<file path="src/rtl/fsctl_nstream.sv">
// Frame-synchronous control register bank: host-written staging geometry is committed to all streams on fsync.
// Optional commit interrupt (irq port, W1C flag at index 2) is built when FSCTL_IRQ_EN is defined.
module fsctl_nstream #(
  parameter logic [31:0] C_CORE_VERSION  = 32'hFF01FF00,
  parameter int          C_DATA_WIDTH    = 32,
  parameter int          C_REG_IDX_WIDTH = 8,
  parameter int          C_STREAM_NUM    = 3,
  parameter int          C_IMG_WBITS     = 12,
  parameter int          C_IMG_HBITS     = 12,
  parameter int          C_BUF_NUM       = 4,
  parameter int          C_BUF_IDX_BITS  = 2
) (
  input  logic                                  clk,
  input  logic                                  reset,
  input  logic                                  rd_en,
  input  logic [C_REG_IDX_WIDTH-1:0]            rd_addr,
  output logic [C_DATA_WIDTH-1:0]               rd_data,
  input  logic                                  wr_en,
  input  logic [C_REG_IDX_WIDTH-1:0]            wr_addr,
  input  logic [C_DATA_WIDTH-1:0]               wr_data,
  input  logic                                  fsync,
  output logic                                  o_fsync,
  output logic                                  soft_resetn,
  output logic [C_STREAM_NUM-1:0]               s_running,
  output logic [C_STREAM_NUM*C_IMG_WBITS-1:0]   s_width,
  output logic [C_STREAM_NUM*C_IMG_WBITS-1:0]   s_win_left,
  output logic [C_STREAM_NUM*C_IMG_WBITS-1:0]   s_win_width,
  output logic [C_STREAM_NUM*C_IMG_WBITS-1:0]   s_dst_left,
  output logic [C_STREAM_NUM*C_IMG_WBITS-1:0]   s_dst_width,
  output logic [C_STREAM_NUM*C_IMG_HBITS-1:0]   s_height,
  output logic [C_STREAM_NUM*C_IMG_HBITS-1:0]   s_win_top,
  output logic [C_STREAM_NUM*C_IMG_HBITS-1:0]   s_win_height,
  output logic [C_STREAM_NUM*C_IMG_HBITS-1:0]   s_dst_top,
  output logic [C_STREAM_NUM*C_IMG_HBITS-1:0]   s_dst_height,
`ifdef FSCTL_IRQ_EN
  output logic                                  irq,
`endif
  output logic [C_STREAM_NUM*C_BUF_IDX_BITS-1:0] s_buf_idx
);

  localparam int N  = C_STREAM_NUM;
  localparam int W  = C_IMG_WBITS;
  localparam int H  = C_IMG_HBITS;
  localparam int B  = C_BUF_IDX_BITS;
  localparam int IW = C_REG_IDX_WIDTH;
  localparam int NR = 5;
  localparam logic [IW-1:0] ADDR_CTRL   = IW'(0);
  localparam logic [IW-1:0] ADDR_STATUS = IW'(1);
  localparam logic [IW-1:0] ADDR_IRQ    = IW'(2);
  localparam logic [IW-1:0] ADDR_VER    = '1;
  localparam logic [B-1:0]  BUF_LAST    = B'(C_BUF_NUM - 1);

  logic [N-1:0]  ctrlRun_q;
  logic          ctrlHold_q, ctrlSoft_q;
  logic [W-1:0]  stgX_q [N][NR];
  logic [H-1:0]  stgY_q [N][NR];
  logic [W-1:0]  comX_q [N][NR];
  logic [H-1:0]  comY_q [N][NR];
  logic [N-1:0]  running_q;
  logic [B-1:0]  buf_q [N];
  logic [15:0]   frameCnt_q;
  logic          pending_q, pending_d;
  logic          sync1_q, sync2_q, ofs_q;
  logic [31:0]   rdData_q, rdData_d;
  logic          irqFlag_q, irqFlag_d;
  logic          fsEdge, commit, cfgWr, ctrlWr;
  logic          unusedBits;

  assign fsEdge     = sync1_q & ~sync2_q;
  assign commit     = fsEdge & ~ctrlHold_q;
  assign ctrlWr     = wr_en && (wr_addr == ADDR_CTRL);
  assign unusedBits = ^wr_data;

  // Any staging write (CTRL or stream +0..+4) marks a pending commit; the write beats a same-cycle commit.
  always_comb begin
    cfgWr = ctrlWr;
    for (int s = 0; s < N; s++)
      for (int r = 0; r < NR; r++)
        if (wr_en && (wr_addr == IW'(16 + 8*s + r))) cfgWr = 1'b1;
    pending_d = pending_q;
    if (commit) pending_d = 1'b0;
    if (cfgWr)  pending_d = 1'b1;
  end

`ifdef FSCTL_IRQ_EN
  always_comb begin
    irqFlag_d = irqFlag_q;
    if (wr_en && (wr_addr == ADDR_IRQ) && wr_data[0]) irqFlag_d = 1'b0;
    if (commit) irqFlag_d = 1'b1;
  end
  assign irq = irqFlag_q;
`else
  assign irqFlag_d = 1'b0;
`endif

  always_comb begin
    rdData_d = rdData_q;
    if (rd_en) begin
      rdData_d = '0;
      if (rd_addr == ADDR_CTRL)   rdData_d = 32'({ctrlRun_q, 14'b0, ctrlHold_q, ctrlSoft_q});
      if (rd_addr == ADDR_STATUS) rdData_d = {frameCnt_q, 15'b0, pending_q};
`ifdef FSCTL_IRQ_EN
      if (rd_addr == ADDR_IRQ)    rdData_d = {31'b0, irqFlag_q};
`endif
      if (rd_addr == ADDR_VER)    rdData_d = C_CORE_VERSION;
      for (int s = 0; s < N; s++) begin
        for (int r = 0; r < NR; r++)
          if (rd_addr == IW'(16 + 8*s + r)) rdData_d = {16'(stgX_q[s][r]), 16'(stgY_q[s][r])};
        if (rd_addr == IW'(16 + 8*s + 5)) rdData_d = 32'(buf_q[s]);
      end
    end
  end

  always_ff @(posedge clk or posedge reset) begin
    if (reset) begin
      sync1_q    <= 1'b0;
      sync2_q    <= 1'b0;
      ofs_q      <= 1'b0;
      ctrlRun_q  <= '0;
      ctrlHold_q <= 1'b0;
      ctrlSoft_q <= 1'b0;
      running_q  <= '0;
      frameCnt_q <= '0;
      pending_q  <= 1'b0;
      irqFlag_q  <= 1'b0;
      rdData_q   <= '0;
      for (int s = 0; s < N; s++) begin
        buf_q[s] <= '0;
        for (int r = 0; r < NR; r++) begin
          stgX_q[s][r] <= '0;
          stgY_q[s][r] <= '0;
          comX_q[s][r] <= '0;
          comY_q[s][r] <= '0;
        end
      end
    end else begin
      sync1_q   <= fsync;
      sync2_q   <= sync1_q;
      ofs_q     <= fsEdge;
      pending_q <= pending_d;
      irqFlag_q <= irqFlag_d;
      rdData_q  <= rdData_d;
      if (ctrlWr) begin
        ctrlRun_q  <= wr_data[16 +: N];
        ctrlHold_q <= wr_data[1];
        ctrlSoft_q <= wr_data[0];
      end
      if (fsEdge) frameCnt_q <= frameCnt_q + 16'd1;
      if (commit) running_q <= ctrlRun_q;
      // Ring index advances for streams that were running before this edge, even when commits are held.
      for (int s = 0; s < N; s++) begin
        if (fsEdge && running_q[s]) buf_q[s] <= (buf_q[s] == BUF_LAST) ? '0 : buf_q[s] + B'(1);
        for (int r = 0; r < NR; r++) begin
          if (wr_en && (wr_addr == IW'(16 + 8*s + r))) begin
            stgX_q[s][r] <= wr_data[16 +: W];
            stgY_q[s][r] <= wr_data[0 +: H];
          end
          if (commit) begin
            comX_q[s][r] <= ctrlRun_q[s] ? stgX_q[s][r] : '0;
            comY_q[s][r] <= ctrlRun_q[s] ? stgY_q[s][r] : '0;
          end
        end
      end
    end
  end

  always_comb begin
    s_width = '0; s_win_left = '0; s_win_width = '0; s_dst_left = '0; s_dst_width = '0;
    s_height = '0; s_win_top = '0; s_win_height = '0; s_dst_top = '0; s_dst_height = '0;
    s_buf_idx = '0;
    for (int s = 0; s < N; s++) begin
      s_width[s*W +: W]      = comX_q[s][0];
      s_win_left[s*W +: W]   = comX_q[s][1];
      s_win_width[s*W +: W]  = comX_q[s][2];
      s_dst_left[s*W +: W]   = comX_q[s][3];
      s_dst_width[s*W +: W]  = comX_q[s][4];
      s_height[s*H +: H]     = comY_q[s][0];
      s_win_top[s*H +: H]    = comY_q[s][1];
      s_win_height[s*H +: H] = comY_q[s][2];
      s_dst_top[s*H +: H]    = comY_q[s][3];
      s_dst_height[s*H +: H] = comY_q[s][4];
      s_buf_idx[s*B +: B]    = buf_q[s];
    end
  end

  assign rd_data     = rdData_q;
  assign o_fsync     = ofs_q;
  assign soft_resetn = ctrlSoft_q;
  assign s_running   = running_q;

endmodule

</file>
<file path="config.mk">
export PLATFORM = sky130hd
export DESIGN_NAME = fsctl_nstream
export DESIGN_NICKNAME = d
export VERILOG_FILES = /design/src/rtl/fsctl_nstream.sv
export SDC_FILE = /design/constraint.sdc
export NUM_CORES = 1
export LEC_CHECK = 0
export CAP_MARGIN = 20
export CORE_AREA = 2 2 226 317
export DETAILED_ROUTE_END_ITERATION = 8
export DIE_AREA = 0 0 228 319
export PLACE_DENSITY_LB_ADDON = 0.15
export SLEW_MARGIN = 10
export SYNTH_ARGS = -nofsm -noshare
export SYNTH_HDL_FRONTEND = slang
export SYNTH_SLANG_ARGS = --single-unit
</file>
<file path="constraint.sdc">
create_clock -name clk -period 30.2 [get_ports clk]
set_input_delay 6.04 -clock clk [delete_from_list [all_inputs] [get_ports clk]]
set_output_delay 6.04 -clock clk [all_outputs]
set_load 0.03 [all_outputs]
</file>
# Word-level counts from Yosys, hierarchy flattened
# Index checks and enable logic that the tools add are counted.
dict set report totals {
  reg_bits 786
  latchBits 0
  ramBits 0
  out_inout_bits 403
  rom_bits 0
  inputBits 53
  wordCells 212
  memories 0
}
dict set report op_classes {
  n_addsub 4
  multipliers 0
  shifts 0
  n_eq_ne 38
  magnitude_cmp 0
  reduce_logical 22
  muxes 71
  bitwise_logic 4
  div_mod_pow 0
}
# cell n
set op_table {}
lappend op_table {{$mux 32} 20}
lappend op_table {{$mux 12} 30}
lappend op_table {{$eq 8x5->1 const B} 22}
lappend op_table {{$eq 8x6->1 const B} 11}
lappend op_table {{$logic_and 1x1->1} 19}
lappend op_table {{$mux 19} 1}
lappend op_table {{$mux 1} 17}
lappend op_table {{$add 16x1->16 const B} 1}
lappend op_table {{$logic_not 8->1} 2}
lappend op_table {{$eq 8x1->1 const B} 1}
lappend op_table {{$eq 8x8->1 const B} 1}
lappend op_table {{$add 2x1->2 const B} 3}
lappend op_table {{$eq 2x2->1 const B} 3}
lappend op_table {{$mux 2} 3}
lappend op_table {{$and 1x1->1} 2}
lappend op_table {{$not 1->1} 2}
lappend op_table {{$reduce_bool 2->1} 1}

# Longest topological paths before layout
# Gate-level depths: netlist of the first run.
dict set report logic_depth {
  word_depth 22
  mapped_depth 11
  depth_no_buf 6
}

# Worst setup path before layout of the first run
# OpenSTA, ideal clock, no wires.
dict set report synth_timing {
  kind {input to register}
  from {input port rd_addr[7]}
  to {register rdData_q[25] (netlist: rd_data[25])}
  setup_time_ns 0.119
  t_arrival_ns 7.705
  n_path_buf 3
  cell_stages 8
  slack_ns 22.377
  required_ns 30.081
  cell_sequence {buf_6 -> or4b_4 -> or3_1 -> buf_2 -> buf_2 -> a21oi_1 -> a211oi_2 -> o21a_1}
}
dict set report synth_via {
  elab_chain_len 21
  word_cells_on_any_way 40
  classes_between {20 x eq/ne; 20 x mux}
}
# element line
set synth_lines {}
lappend synth_lines {{start: declaration} 16} ;# input logic [C_REG_IDX_WIDTH-1:0] rd_addr,
lappend synth_lines {{$eq 8x1->1} 101} ;# if (rd_addr == ADDR_STATUS) rdData_d = {frameCnt_q, 15'b0, pending_q};
lappend synth_lines {{$mux 32} 101}
lappend synth_lines {{$mux 32} 105} ;# if (rd_addr == ADDR_VER) rdData_d = C_CORE_VERSION;
lappend synth_lines {{$mux 32 (5 in series)} 108} ;# if (rd_addr == IW'(16 + 8*s + r)) rdData_d = {16'(stgX_q[s][r]), 16'(stgY_q[s][r])};
lappend synth_lines {{$mux 32} 109} ;# if (rd_addr == IW'(16 + 8*s + 5)) rdData_d = 32'(buf_q[s]);
lappend synth_lines {{$mux 32 (5 in series)} 108}
lappend synth_lines {{$mux 32} 109}
lappend synth_lines {{$mux 32 (5 in series)} 108}
lappend synth_lines {{$mux 32 *} 109}
lappend synth_lines {{end signal: assignment} 142} ;# rdData_q <= rdData_d;
lappend synth_lines {{end: declaration} 64} ;# logic [31:0] rdData_q, rdData_d;
# Every way passes the cells marked *; elsewhere a longest branch is shown, timed or not.
# A chain may end at the register's enable or synchronous reset.

# Worst setup path after layout of the first run
dict set report layout_timing {
  from {input port rd_addr[0]}
  to {register rdData_q[11] (netlist: rd_data[11])}
}
# Same word-level chain as after synthesis.

==> impl_metrics.tcl, run 1 <==
set metrics [dict create \
    hold_violations 0 \
    cp.arrival_ns 10.11 \
    clk_latency_ns 0.64 \
    setup_viol 0 \
    tightest_slew_ns 1.185 \
    clock_tree.root_cell "clkbuf_16" \
    core_area_mm2 0.06993 \
    rows 115 \
    ant_nets 0 \
    grt_max_degree 186 \
    leakage_nw 18.64 \
    io_buffers 447 \
    max_slew_margin_pct 20.76 \
    crit_top_cell "buf_4" \
    stdcell_count 4625 \
    post_cts_buffers 0 \
    drv_cap 0 \
    rsz0062_at_grt "no" \
    num_vias 27976 \
    path_class "in -> reg" \
    start_util_pct 49.54 \
    clk_pin_slew_ns 0.06 \
    gr-usage-all-layers_pct 34.06 \
    path_delay_family "buffers and inverters" \
    setup_tns_ns 0 \
    drc_errors 0 \
    syn-cell-area_mm2 0.03464 \
    finalCoreUtilization_pct 60.52 \
    critPathSlowestCell "a2111oi_0" \
    pin_count 456 \
    placed_area_mm2 0.03962 \
    synthDistinctLibCells 80 \
    final_cell_area_mm2 0.04232 \
    dpl.cell_count 4485 \
    chipWidth_um 228 \
    grt-ovfl-total 0 \
    fin_skew_ns 0.02423 \
    cts_num_sinks 783 \
    grt_pass1_vias 28062 \
    cp_slowest_stage_delay_ns 0.92 \
    layout_min_cycle_time_ns 9.634 \
    grt_pass1_wl_mm 186.2 \
    die_h_um 319 \
    final_common_cell "nand2_1" \
    crit_path_cell_trace "buf_4 > buf_4 > inv_2 > buf_4 > o21a_1 > a211oi_1 > a21oi_1 > a2111oi_0 > o22ai_1" \
    start_kind "primary input" \
    yosys_warnings 0 \
    n_fill_cell 5929 \
    wl_per_cell_um 27.03 \
    cts_tree "built" \
    dp_hpwl_mm 89.13 \
    min_period_over_period_pct 31.90 \
    cts_buffer_depth 3 \
    fmax_ghz 0.1038 \
    syn_avg_cell_area_um2 10.41 \
    crit_required_ns 30.67 \
    first_pass_iters 6 \
    wirelength_mm 125.0 \
    endpoint_kind "flop" \
    min_path_type "reg -> reg" \
    cts_resized 0 \
    status "finished, final reports clean" \
    powerDensity_mw_per_mm2 54.42 \
    holdBufCountCts 0 \
    die_area_mm2 0.07273 \
    antenna_found_initial 10 \
    htree_levels 3 \
    cts_buffers 75 \
    drt_iter0_markers 2748 \
    synth-seq-area-share_pct 56.56 \
    crit_fanout 85 \
    dp_slack_ns 20.16 \
    nets 3687 \
    peakVddDrop_mv 0.04107 \
    avgViaCountPerCell 6.049 \
    synth_cells 3327 \
    worst_slack_ns 20.57 \
    final_cell_mix "nand2_1 (800), dfrtp_1 (780), clkdlybuf4s50_1 (445)" \
    area.growth.synth_to_final_pct 22.16 \
    async_flop_share_pct 100.0 \
    ys_ff_latch 783 \
    synthFlopType "dfrtp_1" \
    drive_gt1_share_pct 13.47 \
    maxSlewViolCount 0 \
    syn_nets 3384 \
    synth_edf_count 0 \
    place.gp.congestion 0.9437 \
    critPathBufInv 4 \
]
## layer usage
layer	up-vias	GRT usage, %	routed length, µm
met5	-	0	55
met4	8	20.00	8028
met3	355	7.824	11220
met2	1462	53.64	57820
met1	14002	43.19	47880
li1	12149	-	-
## flip-flops by register name, indices dropped and copies added, names as in the netlist, 3 cells and up
signal and flops:
frameCnt_q 16, s_buf_idx 6, s_width 36, s_win_width 36, stgX_q 180, rd_data 29
s_dst_width 36, ctrlRun_q 3, s_running 3, stgY_q 180, s_win_left 36, s_dst_top 36
s_dst_height 36, s_height 36, s_win_height 36, s_dst_left 36, s_win_top 36
## power by group
part           internal [W]  switching, W
combinational     0.0000563      0.000118
clock              0.000596      0.000413
sequential          0.00108     0.0000373
total               0.00173      0.000569
## worst paths after layout
kind / startpoint / end / slack (ns) / cells past startpoint
setup / recovery: rd_addr[0] / rd_data[11] / 20.57 / 9
hold / removal: sync1_q / sync2_q / 0.39 / 0
setup reg to reg: sync1_q / s_win_left[16] / 26.55 / 7
hold reg to reg: sync1_q / sync2_q / 0.39 / 0
max in group asynchronous: reset / s_height[13] / 20.99 / 5
min in group asynchronous: reset / s_dst_width[34] / 6.01 / 2
## per-stage QoR
step | hold slack (ns) | total power, W
floorplan | 0.3465 | 0.001236
global placement | 0.3536 | 0.001302
detailed placement | 0.3767 | 0.001309
CTS | 0.3913 | 0.002310
global route | 0.3942 | 0.002374
finish | 0.3935 | 0.002303
## kinds of logic (layout without fill, tap and decap cells)
group | after synthesis | in the layout | synth area share [%]
simple gates | 1036 | 1036 | 12.67
compound gates | 800 | 800 | 13.59
flops | 783 | 783 | 56.56
mux | 394 | 394 | 13.17
buf+inv | 295 | 651 | 3.492
xor+xnor | 15 | 15 | 0.3792
fa+ha+maj | 4 | 4 | 0.1445
other cells | 0 | 6 | 0
## Yosys cell counts, types with 16 or more instances
| library cell | n | area share, % |
|---|---|---|
| a211oi_1 | 29 | 0.63 |
| a21o_1 | 17 | 0.37 |
| a21oi_1 | 137 | 2.0 |
| a22oi_1 | 16 | 0.35 |
| buf_1 | 20 | 0.22 |
| buf_2 | 43 | 0.62 |
| clkbuf_1 | 199 | 2.2 |
| dfrtp_1 | 783 | 57 |
| inv_1 | 23 | 0.25 |
| mux2_1 | 104 | 3.4 |
| mux2_2 | 270 | 8.8 |
| nand2_1 | 801 | 8.7 |
| nand2b_1 | 17 | 0.31 |
| nand3_1 | 26 | 0.38 |
| nor2_1 | 71 | 0.77 |
| nor2b_1 | 20 | 0.36 |
| nor3_1 | 34 | 0.49 |
| o21a_1 | 21 | 0.46 |
| o21ai_0 | 395 | 5.7 |
| o22ai_1 | 43 | 0.78 |
## layout make-up
class	instances	area, µm²	share of cell area, %
Inverter	24	97.59	0.2306
Multi-Input combinational cell	2249	13920	32.88
Sequential cell	783	19610	46.33
Antenna cell	6	15.01	0.03548
Clock inverter	22	324.1	0.7658
Clock buffer	108	2296	5.425
Tap cell	936	1171	2.767
Timing Repair Buffer	497	4895	11.57
Power figures use the tool's default switching activity.
==> run 2: changes to the inputs <==
==> constraint.sdc (replaced) <==
create_clock -name clk -period 8.5 [get_ports clk]
set_input_delay 1.7 -clock clk [delete_from_list [all_inputs] [get_ports clk]]
set_output_delay 1.7 -clock clk [all_outputs]
set_load 0.03 [all_outputs]
==> run 2 against run 1 <==
Net effect:
- non-clock buffer count decreased by 1
- clock skew increased by 0.0012 ns
- global-route usage decreased by 0.34 points
- via count decreased by 0.77%
- sequential power increased to 3.6 times the previous value
- sequential cell count unchanged
- routed wire length decreased by 0.98%
- final area about the same
- combinational power increased to 3.5 times the previous value
- final cell count about the same
- clock power increased to 3.5 times the previous value
- register-to-register slack got worse by 21 ns
- critical endpoint unchanged
- largest cell class unchanged
- largest power group unchanged
- highest routed layer unchanged
==> impl_metrics.tcl, run 2 (synthesized netlist as in run 1, its figures left out) <==
set metrics [dict create \
    r2r-start "sync1_q" \
    crit_fanout 18 \
    wirelength_mm 123.8 \
    powerDensity_mw_per_mm2 192.9 \
    maxSlewViolCount 0 \
    min_path_cells 0 \
    final_cell_area_mm2 0.04230 \
    cp.arrival_ns 5.66 \
    gr-usage-all-layers_pct 33.72 \
    num_vias 27761 \
    holdBufCountCts 0 \
    min_path_type "reg -> reg" \
    max_slew_margin_pct 14.18 \
    grt_max_degree 273 \
    wl_per_cell_um 26.77 \
    endpoint_kind "flop" \
    leakage_nw 18.61 \
    core_area_mm2 0.06993 \
    final_cell_mix "nand2_1 (801), dfrtp_1 (780), clkdlybuf4s50_1 (445)" \
    ff2ff_setup_slack_ns 5.30 \
    first_pass_iters 6 \
    rsz0062_at_grt "no" \
    drc_errors 0 \
    path_class "in -> reg" \
    hold_end "sync2_q" \
    cts_buffer_depth 3 \
    min_period_over_period_pct 61.02 \
    status "finished, final reports clean" \
    setup_viol 0 \
    rows 115 \
    holdCritStartpoint "sync1_q" \
    cts_num_sinks 783 \
    die_h_um 319 \
    start_util_pct 49.54 \
    clock_tree.root_cell "clkbuf_16" \
    antenna_found_initial 7 \
    dpl.cell_count 4487 \
    cts_resized 0 \
    worstReg2RegEnd "s_dst_left[26]" \
    tightest_slew_ns 1.287 \
    worst_slack_ns 3.313 \
    peakVddDrop_mv 0.1416 \
    io_buffers 447 \
    cts_tree "built" \
    clk_pin_slew_ns 0.06 \
    grt_pass1_vias 27746 \
    fmax_ghz 0.1928 \
    avgViaCountPerCell 6.005 \
    htree_levels 3 \
    hold_violations 0 \
    drive_gt1_share_pct 13.32 \
    drv_cap 0 \
    start_kind "primary input" \
    grt_pass1_wl_mm 183.8 \
    die_area_mm2 0.07273 \
    reg2reg_depth 6 \
    chipWidth_um 228 \
    post_cts_buffers 0 \
    layout_min_cycle_time_ns 5.187 \
    largestRegisters "stgX_q x180, stgY_q x180" \
    cts_buffers 74 \
    dp_hpwl_mm 88.68 \
    drt_iter0_markers 2631 \
    fin_skew_ns 0.02547 \
    grt-ovfl-total 0 \
    dp_slack_ns 2.891 \
    area.growth.synth_to_final_pct 22.10 \
    place.gp.congestion 0.9612 \
    nets 3685 \
    ant_nets 0 \
    clk_latency_ns 0.64 \
    crit_required_ns 8.97 \
    n_fill_cell 6005 \
    placed_area_mm2 0.03970 \
    pin_count 456 \
    final_common_cell "nand2_1" \
    stdcell_count 4623 \
]
-- run 2: changes by cell type in the layout (fill, tap and decap cells not counted), sizes merged --
cell	change
clkinvlp	+4
clkinv	+3
bufinv	+2
inv	-1
diode	-4
clkbuf	-6
-- run 2: worst max path at each step --
| stage | start | endpoint | depth (start not counted) |
|---|---|---|---|
| floorplan | reset | ctrlHold_q | 1 |
| global placement | rd_addr[3] | rd_data[11] | 7 |
| detailed placement | rd_addr[3] | rd_data[11] | 7 |
| CTS | rd_addr[3] | rd_data[11] | 7 |
| global route | rd_addr[3] | rd_data[11] | 7 |
| finish | rd_addr[3] | rd_data[11] | 7 |
-- run 2: stage by stage --
step | utilization [%] | total power [W] | setup TNS (ns) | hold WS [ns]
after floorplan | - | 0.004392 | -3087.32 | 0.3465
after global placement | 56.77 | 0.004633 | 0 | 0.3537
after detailed placement | 56.77 | 0.004656 | 0 | 0.3705
after CTS | 60.47 | 0.008192 | 0 | 0.3839
after global routing | 60.48 | 0.008409 | 0 | 0.3917
final | 60.49 | 0.008160 | 0 | 0.3802
-- run 2: critical path, cell delays in order --
cell and delay (ns):
clkdlybuf4s50_1 1.06, or2_1 0.61, a21oi_1 0.37, a21oi_1 0.61, a21oi_1 0.13, a2111oi_0 0.96
o22ai_1 0.21
-- run 2: area by class of cell --
cell class | instances | area, µm² | share of cell area [%]
multi-input combinational | 2249 | 13910 | 32.89
tap | 936 | 1171 | 2.769
sequential | 783 | 19610 | 46.35
timing repair buffer | 496 | 4925 | 11.64
antenna | 2 | 5.005 | 0.01183
inverter | 24 | 93.84 | 0.2219
clock inverter | 30 | 417.9 | 0.9880
clock buffer | 103 | 2167 | 5.123
-- run 2: routing by layer --
metal,GRT usage (%),wire length [µm],up-vias
li1,-,-,12168
met1,42.66,48180,14070
met2,54.70,59450,1242
met3,7.466,9791,271
met4,17.07,6300,10
met5,0,61,-
-- run 2: power by group --
part,switching (W),internal (W),leakage (nW)
Sequential,0.000135,0.00384,10.8
Combinational,0.000417,0.000201,6.51
Clock,0.00147,0.00209,1.27
Total,0.00203,0.00613,18.6
